### src/rtl/program_loader_pkg.sv
// rtl/program_loader_pkg.sv - shared types and widths for the instruction-memory loader
package program_loader_pkg;

  // Widths shared with the PC/fetch path
  localparam int IM_ADDR_W  = 8;
  localparam int IM_WORD_W  = 16;
  localparam int WORD_BYTES = 2;

  // A count byte of zero stands for a full memory image
  localparam int FULL_COUNT = 1 << IM_ADDR_W;

  typedef enum logic [2:0] {
    S_IDLE,
    S_COUNT,
    S_HI,
    S_LO,
    S_WRITE,
    S_CHECK,
    S_FINISH
  } loader_state_t;

  // Word count meaning "all of memory" for an arbitrary address width
  function automatic int full_count(input int aw);
    return 1 << aw;
  endfunction

endpackage

### src/rtl/loader_word_assembler.sv
// rtl/loader_word_assembler.sv - byte-to-word register plus instruction-memory write strobe
module loader_word_assembler
  import program_loader_pkg::*;
#(
  parameter int WORD_W = IM_WORD_W
) (
  input  logic              clk,
  input  logic              rst,
  input  logic              i_load_hi,
  input  logic              i_load_lo,
  input  logic              i_write,
  input  logic [7:0]        i_byte,
  output logic [WORD_W-1:0] o_word,
  output logic              o_we
);

  logic [WORD_W-1:0] r_word;

  // High byte arrives first, low byte second; the word holds still through the write
  always_ff @(posedge clk) begin
    if (rst) begin
      r_word <= '0;
    end else if (i_load_hi) begin
      r_word[WORD_W-1 -: 8] <= i_byte;
    end else if (i_load_lo) begin
      r_word[7:0] <= i_byte;
    end
  end

  assign o_word = r_word;
  assign o_we   = i_write;

endmodule

### src/rtl/program_loader.sv
// rtl/program_loader.sv - byte-stream program loader into instruction memory (option: LOADER_CHECKSUM_EN)
module program_loader
  import program_loader_pkg::*;
#(
  parameter int                ADDR_W    = IM_ADDR_W,
  parameter int                WORD_W    = IM_WORD_W,
  parameter logic [ADDR_W-1:0] BASE_ADDR = '0
) (
  input  logic              clk,
  input  logic              rst,
  input  logic              i_start,
  input  logic              i_in_valid,
  input  logic [7:0]        i_in_data,
  output logic              o_in_ready,
  output logic              o_im_we,
  output logic [ADDR_W-1:0] o_im_addr,
  output logic [WORD_W-1:0] o_im_wdata,
  output logic              o_busy,
  output logic              o_cpu_hold,
  output logic              o_done,
  output logic              o_error
);

  localparam logic [ADDR_W:0] CNT_FULL = (ADDR_W+1)'(full_count(ADDR_W));
  localparam logic [ADDR_W:0] CNT_ONE  = (ADDR_W+1)'(1);

  loader_state_t     r_state;
  logic [ADDR_W-1:0] r_addr;
  logic [ADDR_W:0]   r_remaining;
  logic              r_error;
  logic              w_in_ready;
  logic              w_xfer;
`ifdef LOADER_CHECKSUM_EN
  logic [7:0]        r_csum;
`endif

  // Ready depends only on the registered state, never on in_valid
  assign w_in_ready = (r_state == S_COUNT) || (r_state == S_HI) ||
                      (r_state == S_LO)    || (r_state == S_CHECK);
  assign w_xfer     = i_in_valid && w_in_ready;

  // Load FSM: count byte, then hi/lo byte pairs, one write cycle per word
  always_ff @(posedge clk) begin
    if (rst) begin
      r_state     <= S_IDLE;
      r_addr      <= BASE_ADDR;
      r_remaining <= '0;
      r_error     <= 1'b0;
`ifdef LOADER_CHECKSUM_EN
      r_csum      <= 8'h00;
`endif
    end else begin
      case (r_state)
        S_IDLE: begin
          if (i_start) begin
            r_error <= 1'b0;
            r_addr  <= BASE_ADDR;
`ifdef LOADER_CHECKSUM_EN
            r_csum  <= 8'h00;
`endif
            r_state <= S_COUNT;
          end
        end
        S_COUNT: begin
          if (w_xfer) begin
            r_remaining <= (i_in_data == 8'h00) ? CNT_FULL : (ADDR_W+1)'(i_in_data);
`ifdef LOADER_CHECKSUM_EN
            r_csum      <= r_csum ^ i_in_data;
`endif
            r_state     <= S_HI;
          end
        end
        S_HI: begin
          if (w_xfer) begin
`ifdef LOADER_CHECKSUM_EN
            r_csum  <= r_csum ^ i_in_data;
`endif
            r_state <= S_LO;
          end
        end
        S_LO: begin
          if (w_xfer) begin
`ifdef LOADER_CHECKSUM_EN
            r_csum  <= r_csum ^ i_in_data;
`endif
            r_state <= S_WRITE;
          end
        end
        S_WRITE: begin
          r_addr      <= r_addr + 1'b1;
          r_remaining <= r_remaining - 1'b1;
          if (r_remaining == CNT_ONE) begin
`ifdef LOADER_CHECKSUM_EN
            r_state <= S_CHECK;
`else
            r_state <= S_FINISH;
`endif
          end else begin
            r_state <= S_HI;
          end
        end
        S_CHECK: begin
`ifdef LOADER_CHECKSUM_EN
          if (w_xfer) begin
            if (i_in_data != r_csum) r_error <= 1'b1;
            r_state <= S_FINISH;
          end
`else
          r_state <= S_FINISH;
`endif
        end
        S_FINISH: r_state <= S_IDLE;
        default:  r_state <= S_IDLE;
      endcase
    end
  end

  loader_word_assembler #(
    .WORD_W(WORD_W)
  ) u_asm (
    .clk      (clk),
    .rst      (rst),
    .i_load_hi(w_xfer && (r_state == S_HI)),
    .i_load_lo(w_xfer && (r_state == S_LO)),
    .i_write  (r_state == S_WRITE),
    .i_byte   (i_in_data),
    .o_word   (o_im_wdata),
    .o_we     (o_im_we)
  );

  assign o_in_ready = w_in_ready;
  assign o_im_addr  = r_addr;
  assign o_busy     = (r_state != S_IDLE);
  assign o_cpu_hold = (r_state != S_IDLE);
  assign o_done     = (r_state == S_FINISH);
  assign o_error    = r_error;

endmodule

### config.mk
export PLATFORM = sky130hd
export DESIGN_NAME = program_loader
export DESIGN_NICKNAME = d
export VERILOG_FILES = /design/src/rtl/program_loader_pkg.sv /design/src/rtl/loader_word_assembler.sv /design/src/rtl/program_loader.sv
export SDC_FILE = /design/constraint.sdc
export NUM_CORES = 1
export LEC_CHECK = 0
export ABC_AREA = 1
export CAP_MARGIN = 20
export CORE_UTILIZATION = 54
export CTS_CLUSTER_DIAMETER = 60
export CTS_CLUSTER_SIZE = 24
export DETAILED_ROUTE_END_ITERATION = 16
export PLACE_DENSITY = 0.84
export SETUP_SLACK_MARGIN = 0.15
export SLEW_MARGIN = 10
export SYNTH_ARGS = -nofsm -noshare
export SYNTH_HDL_FRONTEND = slang
export SYNTH_HIERARCHICAL = 1
export SYNTH_SLANG_ARGS = --single-unit
### constraint.sdc
create_clock -name clk -period 2.85 [get_ports clk]
set_input_delay 0.7125 -clock clk [delete_from_list [all_inputs] [get_ports clk]]
set_output_delay 0.7125 -clock clk [all_outputs]
set_load 0.1 [all_outputs]
# After elaboration in Yosys (flattened, before gate mapping)

Cells that the tools add are included.

Output and inout port bits: 30
Bits of input ports: 12
Logic and storage cells: 45
Bits in registers: 36

Muxes and demuxes: 11
Reduce and logical (&&, ||, !) cells: 15
Bitwise gates (word level): 1
Equality and inequality tests: 11
Add/subtract/negate cells: 2

Operators with widths:

| operator                                             | number |
|---|---|
| 2-to-1 mux 9 bit                                     | 2 |
| one-hot mux 3 bit (6 select lines)                   | 1 |
| one-hot mux 9 bit (2 select lines)                   | 1 |
| one-hot mux 8 bit (2 select lines)                   | 1 |
| 2-to-1 mux 3 bit                                     | 5 |
| equality test 3 bit (second input constant)          | 3 |
| equality test 9 x 1 -> 1 bit (second input constant) | 1 |
| subtractor 9 x 1 -> 9 bit (second input constant)    | 1 |
| adder 8 x 1 -> 8 bit (second input constant)         | 1 |
| logical NOT 8 bit                                    | 1 |
| 2-to-1 mux 8 bit                                     | 1 |
| != test 2 bit (second input constant)                | 4 |
| equality test 3 x 2 -> 1 bit (second input constant) | 2 |
| AND reduction 2 bit                                  | 3 |
| AND reduction 4 bit                                  | 1 |
| nonzero test 2 bit                                   | 2 |
| equality test 3 x 1 -> 1 bit (second input constant) | 1 |
| logical AND 1 bit                                    | 3 |
| logical NOT 3 bit                                    | 1 |
| logical OR 1 bit                                     | 3 |
| nonzero test 3 bit                                   | 1 |
| inverter 1 bit                                       | 1 |

# Depth between registers and ports, before layout

Depth in word-level cells: 8
Depth in mapped cells: 9
Depth with buffers taken out: 8

# Modules after synthesis

The synthesis kept the hierarchy.

Modules (own cells, without submodules):

| module                | cells an instance | sequential area each (µm²) | instances | area each (µm²) |
|---|---|---|---|---|
| program_loader        | 187               | 400.4                      | 1         | 1,293.7 |
| loader_word_assembler | 81                | 320.3                      | 1         | 673.1 |

# Worst setup path before layout

Ideal clock, no wire load.

Kind: reg2out
From: register r_state[0]
To: output o_in_ready
Path slack: 0.159 ns
Data required time: 2.138 ns
Path buffers: 0
Arrival time: 1.978 ns
Cell stages (with the launch flop): 3
Path through: dfxtp_1 nor2_4 a21oi_1

Longest elaborated chain between the ends: 4
Elaborated cells between the ends (all ways): 7
Classes of those cells: 4 x eq/ne; 3 x reduce/logical

Ends and longest elaborated chain:

| item                                                                         | line                 | text |
|---|---|---|
| start: declaration                                                           | program_loader.sv:27 | `loader_state_t r_state;` |
| start signal: assignment                                                     | program_loader.sv:45 | `r_state <= S_IDLE;` |
| start signal: assignment                                                     | program_loader.sv:61 | `r_state <= S_COUNT;` |
| start signal: assignment                                                     | program_loader.sv:70 | `r_state <= S_HI;` |
| equality test 3 x 1 -> 1 bit or equality test 3 x 2 -> 1 bit (tied branches) | program_loader.sv:38 | `assign w_in_ready = (r_state == S_COUNT) \|\| (r_state == S_HI) \|\|` |
| logical OR 1 bit (2 in series)                                               | program_loader.sv:38 |  |
| logical OR 1 bit *                                                           | program_loader.sv:39 | `(r_state == S_LO) \|\| (r_state == S_CHECK);` |
| end: declaration                                                             | program_loader.sv:14 | `output logic o_in_ready,` |

Every way passes the cells marked *; elsewhere a longest branch is shown, timed or not.

# Final worst setup path

From: register r_state[1]
To: output o_im_we

Longest elaborated chain between the ends: 1

Ends and longest elaborated chain:

| item                | line                  | text |
|---|---|---|
| equality test 3 bit | program_loader.sv:125 | `.i_write (r_state == S_WRITE),` |
| end: declaration    | program_loader.sv:15  | `output logic o_im_we,` |

No other way between the ends.

==> run_results.csv <==
group,metric,value,unit
logic_synthesis,netlist_area,1970,sq um
logic_synthesis,yosys-top-cells-area,"dfxtp_1 (37%), nand2_1 (9.0%), nor2_1 (7.8%)",
clocking,clockBufferDepth,2,
critical_path,cpMaxStageDelayCell,"dfxtp_1",
logic_synthesis,yosysUniqueCellTypes,36,
sta,fin_crit_sh,85.2,%
critical_path,crit_family,"buffers and inverters",
logic_synthesis,syn-instance-count,268,
route,antenna_left,0,
floorplan,fp.dieArea,3890,sq um
critical_path,crit_path_max_incr_delay,0.45,ns
logic_synthesis,synth.largest_area_cell,"dfxtp_1",
route,wl_met2,2180,um
pwr,seqPwrFrac,28.8,%
clocking,cts.reportedPaths.clkPinSlew,0.11,ns
placed_design,dp_cells,345,
logic_synthesis,ys_seq_area_share,36.6,%
pwr,clockPowerShare,24.4,%
flow_run,max_cap_viol_count,0,
final_layout,n_antenna_cell,0,
final_layout,layout_common_cells,"nand2_1 (47), nor2_1 (41), dfxtp_1 (36)",
sta,fin_ws,0.422,ns
critical_path,arrival,1.72,ns
critical_path,cp_cell_sequence,"nor2_4 > nand2_4 > inv_6 > buf_4",
route,met1_length,1920,um
pwr,p_sw,1060,uW
pwr,comb_power_share,46.7,%
critical_path,criticalPathCategory,"reg2out",
pwr,ir_worst_vdd,0.523,mV
pwr,p_int,1200,uW
clocking,cts_setup_buffers,0,
grt,antenna_found_initial,0,
grt,grt_max_degree,19,
placed_design,hpwl,3180,um
logic_synthesis,synth_nets,283,
placed_design,io_buffers,40,
floorplan,core,3420,sq um
clocking,root_buffer,"clkbuf_4",
floorplan,io_pins,42,
clocking,cts.sink_count,36,
run_status,status,"finished, final reports clean",
floorplan,std_cell_rows,21,
floorplan,start_util,57.6,%
final_layout,drive_gt1_share,22.5,%
route,wl_met3,251,um
final_layout,area_delta_synth_final,21.4,%
pwr,power_density,944,nW/um^2
critical_path,startpoint_type,"register",
logic_synthesis,ys_warn_count,6,
floorplan,fp.dieW,62.4,um
sta,maxSlewViolCount,0,
grt,overflow,0,
logic_synthesis,synth.avg_cell_area,7.34,sq um
route,drc,0,
critical_path,worstPathMaxFanout,16,
worst_hold_path,hold_path.class,"reg2reg",
pwr,power_leakage,0.00105,uW
critical_path,cp_num_buf_inv,2,
placed_design,gp_congestion,0.839,
sta,rsz0062_at_grt,"no",
final_layout,layout_commonest_cell,"nand2_1",
sta,fin_crit,2.43,ns
clocking,numCtsBuffers,5,
critical_path,crit_required,2.14,ns
route,via_count,1844,
sta,final-hold-violation-count,0,
sta,timing.fmax,412,MHz
grt,grt_pass1_wl,7910,um
clocking,holdBufCountCts,0,
sta,fin_setup_tns,0,ns
pwr,switching_share,47.0,%
final_layout,layout.cells.non_filler,353,
sta,clock_skew,0.00586,ns
clocking,post_cts_resized,0,
route,routed_via_density,5.22,
clocking,htree_levels,2,
route,detail_route.wirelength,4440,um
logic_synthesis,synth_seq_cells,36,
route,first_pass_iters,4,
floorplan,die_h,62.4,um
route,drtIter0Drc,131,
critical_path,endpoint_kind,"output port",
logic_synthesis,synth_top_cell_area_share,36.6,%
grt,grtUsageTotal,25.8,%
route,wire_per_inst,12.6,um
final_layout,nets,321,
sta,finalSetupViolations,0,
final_layout,final_util,69.9,%
route,maxUsedRoutingLayer,"met4",
clocking,cts_tree,"built",
clocking,clk_latency,0.36,ns
grt,grt_pass1_vias,1747,
placed_design,place_ws,0.634,ns
-- registers in the layout, summed over array words and instances (netlist names) --
name / cells
r_state: 3
u_asm/o_word: 16
r_remaining: 9
o_im_addr: 8
-- power groups by stage --
stage,logic (uW),clock network [uW],registers [uW]
2_1_floorplan,704,0,839
3_3_place_gp,1040,0,658
3_5_place_dp,1050,0,658
4_1_cts,1050,559,649
5_1_grt,1140,582,661
6_report,1050,551,650
-- logic make-up after synthesis --
group | share of synthesized area [%]
flip-flops | 36.6
XOR/XNOR | 0.445
other | 0.191
buffers and inverters | 13.0
AO/OA/AOI/OAI | 17.4
adder cells (fa/ha/maj) | 1.91
AND/OR/NAND/NOR | 30.4
-- metrics by stage --
stage	instance area (sq um)	total power (uW)	hold slack, ns
final	2390	2260	0.492
after global routing	2390	2380	0.514
after CTS	2390	2260	0.496
after detailed placement	2260	1710	0.473
after global placement	2260	1690	0.466
after floorplan	1970	1540	0.465
-- worst reg2reg max path: cells and delay by family, from the launching register on --
family	cells	cell delay, ns
buffers and inverters	2	0.38
AND/OR/NAND/NOR	5	0.56
flip-flops	1	0.60
-- final timing paths --
| kind | startpoint | endpoint | slack, ns | cells past startpoint |
|---|---|---|---|---|
| setup / recovery | r_state[1] | o_im_we | 0.42 | 4 |
| hold / removal | u_asm/o_word[6] | u_asm/o_word[6] | 0.49 | 2 |
| hold reg to reg | u_asm/o_word[6] | u_asm/o_word[6] | 0.49 | 2 |
| setup reg to reg | r_state[1] | u_asm/o_word[6] | 1.27 | 7 |
-- layout make-up --
type / count / area, sq um
clock buffer: 5 / 37.5
clock inverter: 3 / 90.1
fill: 301 / 1030
inverter: 34 / 138
multi-input combinational: 186 / 995
sequential: 36 / 721
tap: 46 / 57.6
timing repair buffer: 43 / 350
-- per-layer routing --
metal | up-vias | track usage (%)
met4 | 0 | 11.0
met5 | - | 0
met2 | 53 | 42.9
met3 | 9 | 6.25
met1 | 837 | 31.8
li1 | 945 | -
-- synth_stat cells, drive strengths merged --
master / count
clkbuf: 1
nand2: 49
conb: 1
nor2: 46
o21a: 1
o22ai: 1
a21oi: 25
xor2: 1
a211oi: 3
inv: 34
nand3: 23
dfxtp: 36
o211ai: 3
nand3b: 1
o21bai: 1
ha: 3
nor3: 3
nand4: 4
o21ai: 20
buf: 11
o221ai: 1
Note: power is estimated with default switching activity, not from simulation.
